==> config.mk <==
export PLATFORM = sky130hd
export DESIGN_NAME = gpio_uart_rx
export DESIGN_NICKNAME = d
export VERILOG_FILES = /design/src/rtl/gpio_uart_rx.sv
export SDC_FILE = /design/constraint.sdc
export NUM_CORES = 1
export LEC_CHECK = 0
export CORE_AREA = 2 2 69 71
export CTS_BUF_LIST = sky130_fd_sc_hd__clkbuf_16
export CTS_CLUSTER_DIAMETER = 200
export DETAILED_ROUTE_END_ITERATION = 8
export DIE_AREA = 0 0 71 73
export SLEW_MARGIN = 10
export SYNTH_ARGS = -nofsm -noshare
export SYNTH_HDL_FRONTEND = slang
export SYNTH_SLANG_ARGS = --single-unit
==> constraint.sdc <==
create_clock -name CLOCK_50 -period 2.75 [get_ports CLOCK_50]
set_clock_uncertainty 0.05 [all_clocks]
set_input_delay 0.55 -clock CLOCK_50 [delete_from_list [all_inputs] [get_ports CLOCK_50]]
set_output_delay 0.55 -clock CLOCK_50 [all_outputs]
set_load 0.01 [all_outputs]
==> src/rtl/gpio_uart_rx.sv <==
// rtl/gpio_uart_rx.sv - 8N1 serial receiver for a GPIO pin with valid/ack byte handoff
//
// Purpose:
//   Receives 8N1 frames on an asynchronous GPIO line. Each byte is sampled at
//   the middle of its bit and then held for a consumer using a valid/ack
//   handshake. Bad stop bits and lost bytes are flagged.
//
// Ports:
//   CLOCK_50     in   single clock; all logic runs on its rising edge
//   RESET_N      in   asynchronous active-low reset
//   RX           in   serial line, asynchronous, idles high
//   RX_DATA      out  [7:0] last accepted byte
//   RX_VALID     out  RX_DATA holds a byte the consumer has not taken
//   RX_ACK       in   consumer takes the byte (ignored while RX_VALID is low)
//   RX_FRAME_ERR out  one-cycle pulse when a stop bit samples low
//   RX_OVERRUN   out  sticky: a byte was dropped because the previous one was not taken
//   RX_BUSY      out  receiver is in any state other than idle

module gpio_uart_rx #(
  parameter int CLK_HZ = 50000000,
  parameter int BAUD   = 115200
) (
  input  logic       CLOCK_50,
  input  logic       RESET_N,
  input  logic       RX,
  output logic [7:0] RX_DATA,
  output logic       RX_VALID,
  input  logic       RX_ACK,
  output logic       RX_FRAME_ERR,
  output logic       RX_OVERRUN,
  output logic       RX_BUSY
);

  localparam int BIT_CYC  = CLK_HZ / BAUD;
  localparam int HALF_CYC = BIT_CYC / 2;
  // Counter only ever needs to reach BIT_CYC-1.
  localparam int CW       = (BIT_CYC > 1) ? $clog2(BIT_CYC) : 1;

  localparam logic [CW-1:0] BIT_LAST  = CW'(BIT_CYC - 1);
  localparam logic [CW-1:0] HALF_LAST = CW'(HALF_CYC - 1);
  localparam logic [CW-1:0] CNT_ONE   = CW'(1);

  typedef enum logic [2:0] {
    S_IDLE,
    S_START,
    S_DATA,
    S_STOP,
    S_BREAK
  } state_t;

  state_t        state;
  logic [CW-1:0] cnt;
  logic [2:0]    bit_idx;
  logic [7:0]    shreg;
  logic          rx_meta;
  logic          rx_s;
  logic          commit;
  logic          frame_err;
  logic          busy;

  // Two-flop synchronizer; resets to the idle (high) line level so a reset
  // never looks like a start bit.
  always_ff @(posedge CLOCK_50 or negedge RESET_N) begin
    if (!RESET_N) begin
      rx_meta <= 1'b1;
      rx_s    <= 1'b1;
    end else begin
      rx_meta <= RX;
      rx_s    <= rx_meta;
    end
  end

  // Frame FSM. The IDLE cycle that sees the falling edge counts as the first
  // cycle of the half bit, so START is entered with the counter already at 1.
  always_ff @(posedge CLOCK_50 or negedge RESET_N) begin
    if (!RESET_N) begin
      state     <= S_IDLE;
      cnt       <= '0;
      bit_idx   <= '0;
      shreg     <= '0;
      commit    <= 1'b0;
      frame_err <= 1'b0;
      busy      <= 1'b0;
    end else begin
      commit    <= 1'b0;
      frame_err <= 1'b0;
      case (state)
        S_IDLE: begin
          if (!rx_s) begin
            cnt   <= CNT_ONE;
            state <= S_START;
            busy  <= 1'b1;
          end
        end

        S_START: begin
          // >= keeps very small HALF_CYC values from wrapping past the compare.
          if (cnt >= HALF_LAST) begin
            cnt <= '0;
            if (!rx_s) begin
              bit_idx <= '0;
              state   <= S_DATA;
            end else begin
              // Line went back high: treat as a glitch, no output activity.
              state <= S_IDLE;
              busy  <= 1'b0;
            end
          end else begin
            cnt <= cnt + CNT_ONE;
          end
        end

        S_DATA: begin
          if (cnt == BIT_LAST) begin
            cnt   <= '0;
            // LSB arrives first, so shifting right leaves it in bit 0.
            shreg <= {rx_s, shreg[7:1]};
            if (bit_idx == 3'd7) begin
              state <= S_STOP;
            end else begin
              bit_idx <= bit_idx + 3'd1;
            end
          end else begin
            cnt <= cnt + CNT_ONE;
          end
        end

        S_STOP: begin
          if (cnt == BIT_LAST) begin
            cnt <= '0;
            if (rx_s) begin
              commit <= 1'b1;
              state  <= S_IDLE;
              busy   <= 1'b0;
            end else begin
              frame_err <= 1'b1;
              state     <= S_BREAK;
            end
          end else begin
            cnt <= cnt + CNT_ONE;
          end
        end

        S_BREAK: begin
          // Wait out a held-low line so it is not taken as a new start bit.
          if (rx_s) begin
            state <= S_IDLE;
            busy  <= 1'b0;
          end
        end

        default: begin
          state <= S_IDLE;
          cnt   <= '0;
          busy  <= 1'b0;
        end
      endcase
    end
  end

  // Consumer handoff. commit arrives one edge after the stop sample, while
  // shreg is still intact (it only shifts in DATA).
  always_ff @(posedge CLOCK_50 or negedge RESET_N) begin
    if (!RESET_N) begin
      RX_DATA    <= 8'h00;
      RX_VALID   <= 1'b0;
      RX_OVERRUN <= 1'b0;
    end else begin
      if (commit) begin
        if (!RX_VALID || RX_ACK) begin
          // Free slot, or the pending byte is taken in this very cycle.
          RX_DATA  <= shreg;
          RX_VALID <= 1'b1;
        end else begin
          // Old byte still pending: keep it, lose the new one.
          RX_OVERRUN <= 1'b1;
        end
      end else if (RX_ACK && RX_VALID) begin
        RX_VALID <= 1'b0;
      end
    end
  end

  assign RX_FRAME_ERR = frame_err;
  assign RX_BUSY      = busy;

endmodule

==> flow_summary.toml, run 1 <==
[power]
p_int_uw = 897
ir_worst_vdd_mv = 0.263
total_leakage_power_nw = 0.993
swShare_pct = 20.2
powerDensity_nw_per_um2 = 515
p_sw_uw = 227
power.share.clock_pct = 48.3
p_comb_share_pct = 1.5
pwr-share-seq_pct = 50.1
p_total_mw = 1.12

[route]
wl_per_cell_um = 15.2
drt_iter0_markers = 71
wirelength_um = 3550
ant_nets = 0
vias_per_cell = 5.56
vias = 1300
drc = 0
dr.pass1.iters = 4

[clocking]
cts_tree = "done"
clkLatencyLatePin_ns = 0.28
path_clk_slew_ns = 0.06
clock_sinks = 38
cts_buffer_depth = 2
post-cts-setup-buffers = 0
postCtsHoldBufs = 0
cts_max_level = 2
root_buffer = "clkbuf_16"
post_cts_resize_count = 0
cts_made_buffers = 5

[timing]
final_max_slew_viol_count = 0
worst_slew_pin_slew_ns = 0.860
holdWs_ns = 0.306
slew_headroom_pct = 42.7
hold_violations = 0
final.setup.tns_ns = 0
max_freq_mhz = 494
rsz0062_at_grt = "no"
setup_viol = 0
finalCritPeriodShare_pct = 73.6
fin_crit_ns = 2.02

[die]
num_rows = 25
chipWidth_um = 71
die_area_sq_um = 5180
dieHeight_um = 73
start_util_pct = 41.0
io_pins = 16
coreArea_sq_um = 4540

[yosys]
yosysWarnings = 0
synth_area_per_cell_sq_um = 11.6
postSynth.asyncResetShare_pct = 100
synthesis.area_sq_um = 1860
synth_nets = 170
ys_ff_latch = 38
synth_cell_types = 47
ys.flop_type = "dfrtp_1"
postSynthCellCount = 161
synth_edf_count = 0
ys_seq_area_share_pct = 51.2

[critical_path]
cp-start-kind = "flip-flop"
worstPathArrival_ns = 2.13
critPathMaxFanout = 8
slowest_delay_ns = 0.43
critPathKind = "flip-flop to flip-flop"
cp_slowest_cell = "dfrtp_1"
worstSetupEndpointType = "flip-flop"
crit_chain = "inv_1 > ha_1 > and4bb_4 > and2_1 > and3_1 > mux2_2"
worstPathRequired_ns = 2.86
worstRegToRegCells = 6

[place]
port_buffers = 15
place_congestion = 0.811
hpwl_um = 2500

[run_status]
status = "complete, no violations"

[grt]
grt_util_all_layers_pct = 15.6
grt_pass1_vias = 1328
antenna_found_initial = 0
grt_pass1_wl_um = 6270
grt_max_degree = 39
overflow = 0

[min_path]
hold_depth = 0
hp-class = "flip-flop to flip-flop"

[flow_run]
maxCapViolCount = 0

[final_layout]
area_growth_pct = 17.3
antenna_cells = 0
layout-drive-gt1-share_pct = 20.0
fill_cells = 408
fin_util_pct = 48.1
final_nets = 188
-- cells in the final DEF, fill, tap and decap left out, types with 4 or more instances in the layout --
cell / netlist / final
clkbuf_16: 0 / 5
clkdlybuf4s50_1: 0 / 14
dfrtp_1: 36 / 36
ha_1: 5 / 5
inv_1: 6 / 6
mux2_2: 13 / 13
nand2_1: 21 / 21
nand3_1: 4 / 4
nor2_1: 5 / 5
nor3_1: 6 / 6
-- cells in the mapped netlist, types with 2 or more instances --
cell,n,area [sq um]
a211oi_1,2,15.0
a21oi_1,3,15.0
a22o_1,2,17.5
and2_1,3,18.8
and3_1,2,12.5
buf_2,2,10.0
buf_6,2,22.5
dfrtp_1,36,901
dfstp_2,2,52.6
ha_1,5,62.6
inv_1,6,22.5
mux2_1,3,33.8
mux2_2,13,146
nand2_1,21,78.8
nand2b_1,2,12.5
nand3_1,4,20.0
nor2_1,5,18.8
nor2b_1,3,18.8
nor3_1,6,30.0
o2111ai_1,2,17.5
o211ai_1,2,15.0
o211ai_2,3,37.5
o21ai_0,3,15.0
o21ai_1,3,15.0
o221ai_1,3,26.3
or2_2,2,12.5
-- flip-flops by register name, indices dropped and copies added (netlist names) --
register and flops:
RX_BUSY 1, RX_VALID 1, rx_meta 1, cnt 9
shreg 8, bit_idx 3, rx_s 1, RX_FRAME_ERR 1
state 3, RX_DATA 8, commit 1, RX_OVERRUN 1
-- final timing paths --
path | endpoint | start | slack [ns]
worst max-delay path | shreg[2] | cnt[1] | 0.73
worst min-delay path | rx_s | rx_meta | 0.31
worst max register to register | shreg[2] | cnt[1] | 0.73
worst min register to register | rx_s | rx_meta | 0.31
max in group asynchronous | shreg[6] | RESET_N | 1.77
min in group asynchronous | RX_DATA[4] | RESET_N | 0.33
-- per-stage QoR --
stage                     instances  setup WS (ns)  cell area, sq um
after floorplan                 161          0.971              1860
after global placement          226          0.805              2040
after detailed placement        226          0.722              2040
after CTS                       234          0.704              2180
after global routing            234          0.576              2180
final                           234          0.727              2180
-- area by class of cell --
type,count,area [sq um],area share (%)
clock buffer,5,125,5.73
multi-input combinational,111,842,38.6
tap,54,67.6,3.09
clock inverter,3,16.3,0.745
timing repair buffer,16,153,6.99
sequential,38,953,43.7
inverter,7,26.3,1.20
-- worst max-delay path: cells and delay by family (launching register included) --
family / cells / cell delay (ns)
AND/OR/NAND/NOR: 3 / 0.78
flip-flops: 1 / 0.43
multiplexers: 1 / 0.39
adder cells (fa/ha/maj): 1 / 0.15
buffers and inverters: 1 / 0.10
-- metal layers --
metal	part of all wire, %	global-route usage [%]	vias up
met4	1.8	6.92	0
met5	0	0	-
met3	3.9	3.87	6
li1	-	-	619
met1	47	19.8	641
met2	47	25.3	34
-- power groups by stage --
stage	combinational, mW	sequential, mW	clock [mW]
after floorplan	0.00252	0.573	0
after global placement	0.0177	0.573	0
after detailed placement	0.0181	0.573	0
after CTS	0.0182	0.563	0.562
after global routing	0.0203	0.563	0.583
final	0.0173	0.563	0.543
-- logic make-up (layout without fill, tap and decap cells) --
group | Yosys count | count (layout) | share of synthesized area [%]
buf+inv | 12 | 31 | 3.56
simple gates | 54 | 54 | 14.9
mux | 17 | 17 | 10.5
compound gates | 34 | 34 | 15.9
flops | 38 | 38 | 51.2
fa+ha+maj | 6 | 6 | 3.90
Note: power is estimated with default switching activity, not from simulation.
==> run 2: changes to the inputs <==
==> constraint.sdc (replaced) <==
create_clock -name CLOCK_50 -period 1.7 [get_ports CLOCK_50]
set_clock_uncertainty 0.05 [all_clocks]
set_input_delay 0.34 -clock CLOCK_50 [delete_from_list [all_inputs] [get_ports CLOCK_50]]
set_output_delay 0.34 -clock CLOCK_50 [all_outputs]
set_load 0.01 [all_outputs]
==> flow_summary.toml, run 2 (synthesized netlist as in run 1, its figures left out) <==
[final_layout]
stdcell_count = 260
final_area_sq_um = 2500
most-common-layout-cells = "36 x dfrtp_1, 24 x buf_4, 21 x nand2_1, 14 x clkdlybuf4s50_1, 9 x mux2_4"
final_nets = 214
fin_util_pct = 55.0
mostFrequentLayoutCell = "dfrtp_1"
reg.largest.list = "cnt: 9 flops, RX_DATA: 8 flops, shreg: 8 flops"
layout-drive-gt1-share_pct = 35.4
top_register = "cnt"
antenna_cells = 0
area_growth_pct = 34.1
largest_reg_flops = 9

[critical_path]
reg2reg_from = "cnt[1]"
worstSetupEndpointType = "flip-flop"
reg2reg_to = "shreg[2]"
crit_chain = "inv_2 > ha_4 > and4bb_4 > and2_4 > and3_4 > buf_12 > mux2_4"
worstPathRequired_ns = 1.81
cp-start-kind = "flip-flop"
critPathLaunch = "cnt[1]"
crit_path_end = "shreg[2]"
worstPathArrival_ns = 1.88
worstRegToRegCells = 7
critPathMaxFanout = 8
slowest_delay_ns = 0.38
reg2reg_slack_ns = -0.06
cp_slowest_cell = "dfrtp_1"
critPathKind = "flip-flop to flip-flop"

[timing]
fin_ws_ns = -0.0638
setup_viol = 11
holdWs_ns = 0.306
final_max_slew_viol_count = 0
slew_headroom_pct = 66.7
finalCritPeriodShare_pct = 104
max_freq_mhz = 567
rsz0062_at_grt = "yes"
worst_slew_pin_slew_ns = 0.496
fin_crit_ns = 1.76
final.setup.tns_ns = -0.508
hold_violations = 0

[route]
wirelength_um = 3980
vias = 1395
drc = 0
dr.pass1.iters = 4
vias_per_cell = 5.37
drt_iter0_markers = 87
wl_per_cell_um = 15.3
ant_nets = 0

[grt]
grt.met1_usage_pct = 21.7
antenna_found_initial = 0
grt_util_all_layers_pct = 17.3
grt-busiest-layer = "met2"
grt_max_degree = 20
use_met2_pct = 27.9
grt_pass1_vias = 1450
grt_pass1_wl_um = 6890
use_met3_pct = 3.59
overflow = 0

[power]
p_int_mw = 1.60
p_comb_share_pct = 1.7
swShare_pct = 18.6
ir_worst_vdd_mv = 0.479
powerDensity_nw_per_um2 = 788
total_leakage_power_nw = 1.14
p_sw_uw = 365
pwr-share-seq_pct = 46.4
p_total_mw = 1.97
power.share.clock_pct = 51.9

[place]
place_congestion = 0.922
dpl_cell_area_sq_um = 2230
dp_slack_ns = -0.120
hpwl_um = 2890
placed_cells = 250
port_buffers = 15

[clocking]
path_clk_slew_ns = 0.06
clock_sinks = 38
cts_tree = "done"
cts_buffer_depth = 2
root_buffer = "clkbuf_16"
cts_made_buffers = 5
cts_max_level = 2
clkLatencyLatePin_ns = 0.28

[die]
die_area_sq_um = 5180
dieHeight_um = 73
start_util_pct = 41.0
chipWidth_um = 71
coreArea_sq_um = 4540
io_pins = 16
num_rows = 25

[flow_run]
maxCapViolCount = 0

[run_status]
violations = "negative setup slack"
status = "complete, but fails checks"

[min_path]
hp-class = "flip-flop to flip-flop"
## run 2: repair_timing
item	in CTS	in global routing
cloned	0	0
hold endpoints to repair	15	0
setup buffers	1	0
setup endpoints to repair	10	22
hold buffers	1	0
resized for setup	17	7
pin swaps	2	2
## run 2: critical path: cells and delay by family, from the launching register on
kind                       cells  cell delay [ns]
adders and majority gates      1             0.11
buffers and inverters          2             0.21
and+or+nand+nor                3             0.59
muxes                          1             0.30
DFF                            1             0.38
## run 2: worst min path at each step
stage | startpoint | to | slack, ns | cells after the start
after detailed placement | RESET_N | RX_DATA[3] | 0.26 | 1
after global routing | rx_meta | rx_s | 0.31 | 0
after floorplan | RESET_N | RX_BUSY | -0.006 | 0
after CTS | rx_meta | rx_s | 0.31 | 0
final | rx_meta | rx_s | 0.31 | 0
after global placement | RESET_N | RX_DATA[3] | 0.26 | 1
## run 2: area by class of cell
class | count | area [sq um]
clock buffer | 5 | 125
clock inverter | 3 | 37.5
fill | 382 | 2040
inverter | 7 | 26.3
multi-input combinational | 111 | 911
sequential | 38 | 953
tap | 54 | 67.6
timing repair buffer | 42 | 375
## run 2: metal layers
metal	vias to the layer above	share of wire, %
li1	677	-
met1	673	46
met2	37	48
met3	8	3.9
met4	0	2.4
met5	-	0
## run 2: power groups by stage
stage          logic, mW  clock network (mW)  registers, mW
3_3_place_gp      0.0328                   0          0.928
2_1_floorplan    0.00408                   0          0.927
6_report          0.0338                1.02          0.912
3_5_place_dp      0.0334                   0          0.928
4_1_cts           0.0353                1.04          0.912
5_1_grt           0.0382                1.08          0.912
